[config.mk]
export PLATFORM = sky130hd
export DESIGN_NAME = byte_to_word_packer
export DESIGN_NICKNAME = d
export VERILOG_FILES = /design/src/rtl/byte_to_word_packer_pkg.sv /design/src/rtl/byte_to_word_packer.sv
export SDC_FILE = /design/constraint.sdc
export NUM_CORES = 1
export LEC_CHECK = 0
export ABC_CLOCK_PERIOD_IN_PS = 9800
export CAP_MARGIN = 20
export CORE_AREA = 2 2 82 84
export DETAILED_ROUTE_END_ITERATION = 8
export DIE_AREA = 0 0 84 86
export PLACE_DENSITY = 0.91
export SETUP_SLACK_MARGIN = 0.4
export SYNTH_ARGS = -nofsm -noshare
export SYNTH_HDL_FRONTEND = slang
export SYNTH_SLANG_ARGS = --single-unit
[constraint.sdc]
create_clock -name clock -period 9.8 [get_ports clock]
set_clock_uncertainty 0.15 [all_clocks]
set_input_delay 1.96 -clock clock [delete_from_list [all_inputs] [get_ports clock]]
set_output_delay 1.96 -clock clock [all_outputs]
set_load 0.01 [all_outputs]
[src/rtl/byte_to_word_packer_pkg.sv]
// Shared definitions for the byte <-> word path: widths, byte-count encoding
// and lane mapping, so the serializer and packer agree on lane numbering.
package byte_to_word_packer_pkg;

  localparam int BYTE_W         = 8;
  localparam int WORD_W         = 32;
  localparam int BYTES_PER_WORD = WORD_W / BYTE_W;

  typedef logic [1:0] count_t;

  localparam count_t S0 = 2'd0;
  localparam count_t S1 = 2'd1;
  localparam count_t S2 = 2'd2;
  localparam count_t S3 = 2'd3;

  localparam bit LSB_FIRST_DEFAULT = 1'b1;

  // Byte index within a word -> byte lane of the 32-bit word.
  function automatic count_t lane_of(input count_t idx, input bit lsb_first);
    return lsb_first ? idx : count_t'(S3 - idx);
  endfunction

endpackage

[src/rtl/byte_to_word_packer.sv]
// Reassembles a valid/ready byte stream into 32-bit words, with optional
// start-of-word realignment and a one-word output register.
module byte_to_word_packer
  import byte_to_word_packer_pkg::*;
#(
  parameter bit LSB_FIRST = LSB_FIRST_DEFAULT,
  parameter bit SOF_CHECK = 1'b1
) (
  input  logic              clock,
  input  logic              reset,
  input  logic              in_valid,
  input  logic [BYTE_W-1:0] in_data,
  input  logic              in_sof,
  output logic              in_ready,
  output logic              out_valid,
  output logic [WORD_W-1:0] out_data,
  input  logic              out_ready,
  output logic              align_err
);

  count_t              count_q, count_d;
  logic [WORD_W-1:0]   partial_q, partial_d;
  logic                out_valid_q, out_valid_d;
  logic [WORD_W-1:0]   out_data_q, out_data_d;
  logic                align_err_q, align_err_d;

  logic                byte_acc;
  logic                word_acc;
  logic                realign;
  count_t              byte_idx;
  count_t              lane;

  // Only the 4th byte can stall, and only while the output word is unconsumed.
  assign in_ready = (count_q != S3) | ~out_valid_q | out_ready;

  always_comb begin
    byte_acc    = in_valid & in_ready;
    word_acc    = out_valid_q & out_ready;
    realign     = SOF_CHECK & in_sof & (count_q != S0);
    byte_idx    = realign ? S0 : count_q;
    lane        = lane_of(byte_idx, LSB_FIRST);

    count_d     = count_q;
    partial_d   = partial_q;
    out_valid_d = out_valid_q;
    out_data_d  = out_data_q;
    align_err_d = 1'b0;

    if (word_acc) begin
      out_valid_d = 1'b0;
    end

    if (byte_acc) begin
      partial_d[{lane, 3'b000} +: BYTE_W] = in_data;
      if (realign) begin
        // Stale lanes are left as don't-care; they are overwritten before completion.
        count_d     = S1;
        align_err_d = 1'b1;
      end else if (count_q == S3) begin
        count_d     = S0;
        out_data_d  = partial_d;
        out_valid_d = 1'b1;
      end else begin
        count_d = count_t'(count_q + 2'd1);
      end
    end
  end

  always_ff @(posedge clock or posedge reset) begin
    if (reset) begin
      count_q     <= S0;
      partial_q   <= '0;
      out_valid_q <= 1'b0;
      out_data_q  <= '0;
      align_err_q <= 1'b0;
    end else begin
      count_q     <= count_d;
      partial_q   <= partial_d;
      out_valid_q <= out_valid_d;
      out_data_q  <= out_data_d;
      align_err_q <= align_err_d;
    end
  end

  assign out_valid = out_valid_q;
  assign out_data  = out_data_q;
  assign align_err = align_err_q;

endmodule

==> Flow_metrics.wiki, run 1 <==
{| class="wikitable"
! Metric !! Value
|-
| Summed instance area of the synthesized netlist || 3660 sq um
|-
| Synthesized netlist net count || 354
|-
| Cell chosen for the clock root || sky130_fd_sc_hd__clkbuf_8
|-
| Synthesized instance count || 336
|-
| Standard-cell row count || 29
|-
| Initial DRT Pass Iterations || 5
|-
| Worst VDD drop || 0.000197 V
|-
| Primary flip-flop cell chosen by synthesis mapping || sky130_fd_sc_hd__dfrtp_1
|-
| Critical path capture point type || primary output
|-
| Maximum level of the CTS H-tree || 3
|-
| Share of cells above drive strength 1 || 15.3%
|-
| Cell Pwr Density || 314 nW/um^2
|-
| Max Freq || 189 MHz
|-
| Via density per instance || 6.69
|-
| Number of vias in the routed layout || between 2,000 and 3,000
|-
| Count of antenna-violating nets left after detailed routing || 0
|-
| Most common cell after layout, fill and taps aside || sky130_fd_sc_hd__dfrtp_1
|-
| Clock period minus final worst setup slack || 5.30 ns
|-
| Count of unique library cells instantiated by Yosys || 28
|-
| Inserted Clock Buffers || 9
|-
| Fin util || 67.5%
|-
| Clock tree from TritonCTS || built
|-
| Top library cells by usage in the layout, fill and taps aside || 68 x sky130_fd_sc_hd__dfrtp_1, 47 x sky130_fd_sc_hd__clkdlybuf4s50_1, 34 x sky130_fd_sc_hd__a31oi_1
|-
| Number of max-capacitance violations reported || 0
|-
| Vias in the first global route || approximately 2,800
|-
| Boundary pin count || 48
|-
| Number of sinks handled by clock tree synthesis || 68
|-
| Share of the yosys chip area belonging to registers || 46.5%
|-
| Number of gates given a new drive strength after cts || 0
|-
| Die ar. || 7220 sq um
|-
| Overall track demand over capacity in global routing || 24.8%
|-
| Width of the die || 84 um
|-
| Gpl congestion || between 0.8 and 0.9
|-
| Post-synthesis sequential element count || about 70
|-
| First-pass GRT wire length || between 10 and 15 mm
|-
| Antenna violations before repair || 0
|-
| Run status || finished, final reports clean
|-
| Post-route fraction of the period consumed by the critical path || 54.1%
|-
| Maximum clock path buffer count || 2
|-
| # DRC || 0
|-
| Number of cells in the design after placement || 427
|-
| Placed wire-length estimate || roughly 5.6 mm
|-
| Count of buffers inserted at the top-level ports || 47
|-
| Kind of start point of the critical path || input port
|-
| Iteration-0 DRC Markers || between 300 and 400
|-
| Share of synthesized flip-flops with an asynchronous set or reset || 100%
|-
| RSZ-0062 raised after global routing || no
|-
| Detailed-route wire length || 8.68 mm
|-
| Insertion delay of the later-clocked pin in the worst-skew pair || 0.34 ns
|-
| Final-report max-slew violation count || 0
|-
| Nets || 380
|-
| Final total power || 1.33 mW
|-
| Lkg Pwr || 1.73 nW
|-
| Floorplan core area || 6280 sq um
|-
| Non-filler instance count after layout || 444
|-
| Worst hold slack after final layout || 0.336 ns
|-
| Yosys warning count || 0
|-
| Per-cell routed wire length || 19.5 um
|-
| Required time at the endpoint of the critical path || 7.69 ns
|-
| Setup CP Type || input port to primary output
|-
| DIE HEIGHT || 86 um
|-
| Count of endpoints failing hold in the final timing report || 0
|-
| Total Negative Setup Slacks || 0 ns
|-
| Syn-to-layout area delta || 15.7%
|-
| Final setup violating endpoints || 0
|-
| Count of hold-fix buffers inserted at cts || 0
|-
| Mean Syn Cell Area || 10.9 sq um
|-
| Setup fix buffers added after clock tree synthesis || 0
|-
| Antenna diode instance count || 0
|-
| Min-delay worst type || flip-flop to flip-flop
|-
| Initial core utilization || 58.3%
|-
| Rel. slew slack || a little over two fifths
|-
| Arrival time of the worst setup path || 3.19 ns
|-
| Number of flops mapped to enable cells by yosys || 0
|-
| Clock slew at reported path FFs || about 0.07 ns
|-
| Worst slew pin tran || approximately 0.85 ns
|-
| Overflow after GRT || 0
|-
| Worst Path Max Fanout || 8
|-
| Pin count of the biggest net entering global routing || 73
|}
-- cell type report --
cell class | instances | area (sq um)
Multi-Input combinational cell | 217 | 1690
Clock buffer | 15 | 176
Inverter | 13 | 48.8
Sequential cell | 68 | 1700
Clock inverter | 1 | 5.00
Tap cell | 77 | 96.3
Fill cell | 425 | 2040
Timing Repair Buffer | 53 | 515
-- kinds of logic (layout without fill, tap and decap cells) --
family | count (synthesis) | count (layout) | share of synthesized area [%]
and+or+nand+nor | 96 | 96 | 16.3
DFF | 68 | 68 | 46.5
AOI/OAI and AO/OA | 99 | 99 | 23.2
adders and majority gates | 5 | 5 | 1.71
buffers and inverters | 51 | 82 | 7.38
muxes | 17 | 17 | 4.96
-- state kept, by name (all words and copies together) (netlist names) --
| name | flops |
|---|---|
| align_err | 1 |
| count_q | 2 |
| out_data | 32 |
| out_valid | 1 |
| partial_q | 32 |
-- where the power goes --
group	switching [mW]	internal [mW]
clock	0.0975	0.113
sequential	0.0835	0.393
combinational	0.355	0.290
-- Yosys cell counts (8+ instances only) --
master	n	area, sq um
sky130_fd_sc_hd__nand4_1	25	156
sky130_fd_sc_hd__a32o_1	16	160
sky130_fd_sc_hd__clkbuf_1	17	63.8
sky130_fd_sc_hd__mux2i_1	8	80.1
sky130_fd_sc_hd__buf_2	9	45.0
sky130_fd_sc_hd__nor2b_1	10	62.6
sky130_fd_sc_hd__mux2_1	9	101
sky130_fd_sc_hd__a31oi_2	30	375
sky130_fd_sc_hd__inv_1	13	48.8
sky130_fd_sc_hd__o21ai_0	18	90.1
sky130_fd_sc_hd__nand3_1	10	50.1
sky130_fd_sc_hd__a31oi_1	34	213
sky130_fd_sc_hd__nand2b_1	18	113
sky130_fd_sc_hd__dfrtp_1	68	1700
sky130_fd_sc_hd__nand2_1	12	45.0
sky130_fd_sc_hd__and3_1	12	75.1
-- critical path, cell delays in order --
cell and delay [ns]:
sky130_fd_sc_hd__clkdlybuf4s50_1 0.48, sky130_fd_sc_hd__nand3b_4 0.20, sky130_fd_sc_hd__clkdlybuf4s50_1 0.56
-- routing by layer --
layer / GRT usage, % / vias to the layer above / part of all wire [%]
met4: 9.97 / 0 / 1.7
met3: 6.16 / 18 / 7.5
met2: 40.4 / 162 / 50
li1: - / 1318 / -
met1: 32.1 / 1472 / 41
met5: 0 / - / 0
-- worst paths after layout --
path | cells past startpoint | start | slack, ns | to
max in group asynchronous | 3 | reset | 6.90 | partial_q[27]$_DFFE_PP0N_
max | 3 | out_ready | 4.50 | in_ready
min in group asynchronous | 3 | reset | 2.02 | out_data[0]$_DFFE_PP0P_
max reg2reg | 9 | count_q[0]$_DFFE_PP0N_ | 5.89 | partial_q[13]$_DFFE_PP0N_
min reg2reg | 1 | partial_q[0]$_DFFE_PP0N_ | 0.34 | partial_q[0]$_DFFE_PP0N_
min | 1 | partial_q[0]$_DFFE_PP0N_ | 0.34 | partial_q[0]$_DFFE_PP0N_
-- metrics by stage --
stage          setup WS, ns  cell area (sq um)
4_1_cts                4.49               4230
3_5_place_dp           4.33               4050
6_report               4.50               4240
5_1_grt                4.47               4240
2_1_floorplan          5.54               3660
3_3_place_gp           4.45               4050
(Power assumes the default switching activity.)
==> run 2: changes to the inputs <==
Settings changed: ABC_CLOCK_PERIOD_IN_PS 9800 to 4500, CORE_AREA 2 2 82 84 to 2 2 89 91, DIE_AREA 0 0 84 86 to 0 0 91 93, PLACE_DENSITY 0.91 to 0.83.
Clock period 9.8 ns to 4.5 ns, I/O delays scaled along.
==> run 2 against run 1 <==
Compared with the run above:
- highest routed layer unchanged
- first-iteration DRC count decreased by 27%
- critical path depth increased by 7
- critical path type is now flip-flop to flip-flop
- clock-buffer cell count fell by 3
- power increased by 130%
==> Flow_metrics.wiki, run 2 (synthesis gave the netlist of run 1 again) <==
{| class="wikitable"
! Metric !! Value
|-
| Post-route fraction of the period consumed by the critical path || 73.1%
|-
| Combinational share of power || 46.1%
|-
| Net switching power figure || roughly 1.2 mW
|-
| Pin count of the biggest net entering global routing || about 70
|-
| Run status || finished, final reports clean
|-
| Cell chosen for the clock root || sky130_fd_sc_hd__clkbuf_8
|-
| Iteration-0 DRC Markers || 246
|-
| Initial core utilization || 48.6%
|-
| Maximum level of the CTS H-tree || 3
|-
| Met3 Resource Use GR || 5.48%
|-
| Count of endpoints failing hold in the final timing report || 0
|-
| Cell Pwr Density || 704 nW/um^2
|-
| Width of the die || 91 um
|-
| Number of vias in the routed layout || ~2,900
|-
| Overflow after GRT || 0
|-
| Clock tree from TritonCTS || built
|-
| Antenna diode instance count || 0
|-
| # DRC || 0
|-
| Floorplan core area || 7530 sq um
|-
| Lkg Pwr || 1.78 nW
|-
| Per-cell routed wire length || 18.6 um
|-
| Overall track demand over capacity in global routing || 22.1%
|-
| Worst VDD drop || 0.000264 V
|-
| Total Negative Setup Slacks || 0 ns
|-
| GRT busiest layer || met2
|-
| DIE HEIGHT || 93 um
|-
| Clk network pwr share || approximately 20%
|-
| Gpl congestion || 0.846
|-
| Switching power share of the total || approximately two fifths
|-
| Clock slew at reported path FFs || 0.07 ns
|-
| Final-report max-slew violation count || 0
|-
| First-pass GRT wire length || 14.5 mm
|-
| Via density per instance || 6.08
|-
| Count of buffers inserted at the top-level ports || 47
|-
| RSZ-0062 raised after global routing || no
|-
| Arrival time of the worst setup path || 3.43 ns
|-
| Number of gates given a new drive strength after cts || 0
|-
| Nets || 382
|-
| Met1 Usage GRT || 29.1%
|-
| Routing usage on met2 || 35.9%
|-
| Max Freq || just over 300 MHz
|-
| Min-delay worst type || flip-flop to flip-flop
|-
| Inserted Clock Buffers || 9
|-
| Insertion delay of the later-clocked pin in the worst-skew pair || 0.36 ns
|-
| Maximum clock path buffer count || 2
|-
| Count of hold-fix buffers inserted at cts || 0
|-
| Clock period minus final worst setup slack || ~3.3 ns
|-
| Setup WS post-layout || 1.21 ns
|-
| Setup fix buffers added after clock tree synthesis || 0
|-
| Number of max-capacitance violations reported || 0
|-
| Detailed-route wire length || a little under 9 mm
|-
| Placed wire-length estimate || 5.70 mm
|-
| Most common cell after layout, fill and taps aside || sky130_fd_sc_hd__dfrtp_1
|-
| Highest-delay cell along the critical path || sky130_fd_sc_hd__dfrtp_1
|-
| Sequential power share || between 30% and 40%
|-
| Pre-CTS setup slack || 0.916 ns
|-
| Standard-cell row count || 32
|-
| Worst slew pin tran || 0.858 ns
|-
| Setup CP Type || flip-flop to flip-flop
|-
| Kind of start point of the critical path || flip-flop
|-
| Count of antenna-violating nets left after detailed routing || 0
|-
| Rel. slew slack || 42.7%
|-
| Peak per-stage delay on the critical path || around 0.7 ns
|-
| Share of cells above drive strength 1 || 16.3%
|-
| Internal || 1.89 mW
|-
| Cells traversed along the worst timing path || inv_1, ha_1, nor2b_1, buf_4, nor2_1, ha_1, buf_4, nor3b_4, and3_1, a32o_1
|-
| Worst hold slack after final layout || 0.342 ns
|-
| Top library cells by usage in the layout, fill and taps aside || 68 x sky130_fd_sc_hd__dfrtp_1, 47 x sky130_fd_sc_hd__clkdlybuf4s50_1, 34 x sky130_fd_sc_hd__a31oi_1
|-
| Initial DRT Pass Iterations || 5
|-
| Boundary pin count || 48
|-
| Worst Path Max Fanout || 19
|-
| Vias in the first global route || between 2,000 and 3,000
|-
| Die ar. || between 8000 and 9000 sq um
|-
| Syn-to-layout area delta || 18.8%
|-
| Final setup violating endpoints || 0
|-
| Number of sinks handled by clock tree synthesis || 68
|-
| Required time at the endpoint of the critical path || 4.64 ns
|-
| Critical path capture point type || flip-flop
|-
| Antenna violations before repair || 0
|}
==> run 2: cell types whose count changed in the layout (fill, tap and decap cells not counted) <==
cell                        before  now
sky130_fd_sc_hd__bufinv_16       0    3
sky130_fd_sc_hd__clkbuf_1        3    1
sky130_fd_sc_hd__clkbuf_8       12   11
sky130_fd_sc_hd__buf_4           6    8
==> run 2: cell type report <==
type / instances / area, sq um
well taps: 102 / 128
flip-flops and latches: 68 / 1700
multi-input cells: 217 / 1690
inverters: 13 / 48.8
clock buffers: 12 / 155
fillers: 659 / 3180
repair buffers: 55 / 531
clock inverters: 4 / 95.1
==> run 2: worst max-delay path: cells and delay by family, from the launching register on <==
family / cells / cell delay [ns]
and+or+nand+nor: 4 / 0.93
DFF: 1 / 0.72
adders and majority gates: 2 / 0.63
buffers and inverters: 3 / 0.56
AOI/OAI and AO/OA: 1 / 0.22
==> run 2: power groups by stage <==
| stage | clock (mW) | combinational (mW) | sequential, mW |
|---|---|---|---|
| after floorplan | 0 | 0.888 | 1.05 |
| after global placement | 0 | 1.36 | 1.02 |
| after detailed placement | 0 | 1.40 | 1.03 |
| after CTS | 0.637 | 1.41 | 1.02 |
| after global routing | 0.666 | 1.53 | 1.05 |
| final | 0.632 | 1.41 | 1.02 |
==> run 2: layer usage <==
metal / wire length [um] / vias up
met3: 530 / 13
met5: 0 / -
met4: 160 / 0
met1: 3670 / 1417
met2: 4400 / 117
li1: - / 1318
==> run 2: path summary, 6_finish.rpt <==
kind | start | slack (ns) | end | cells after the start
max | count_q[0]$_DFFE_PP0N_ | 1.21 | partial_q[18]$_DFFE_PP0N_ | 10
min | partial_q[3]$_DFFE_PP0N_ | 0.34 | partial_q[3]$_DFFE_PP0N_ | 1
max reg2reg | count_q[0]$_DFFE_PP0N_ | 1.21 | partial_q[18]$_DFFE_PP0N_ | 10
min reg2reg | partial_q[3]$_DFFE_PP0N_ | 0.34 | partial_q[3]$_DFFE_PP0N_ | 1
max in group asynchronous | reset | 2.42 | partial_q[24]$_DFFE_PP0N_ | 3
min in group asynchronous | reset | 0.89 | out_data[3]$_DFFE_PP0P_ | 2
==> run 2: metrics by stage <==
stage | std cells | cell area, sq um | power (mW) | utilization (%)
floorplan | 336 | 3660 | 1.94 | -
global placement | 455 | 4100 | 2.38 | 54.5
detailed placement | 455 | 4100 | 2.43 | 54.5
CTS | 471 | 4350 | 3.06 | 57.8
global route | 471 | 4350 | 3.25 | 57.8
finish | 471 | 4350 | 3.06 | 57.8
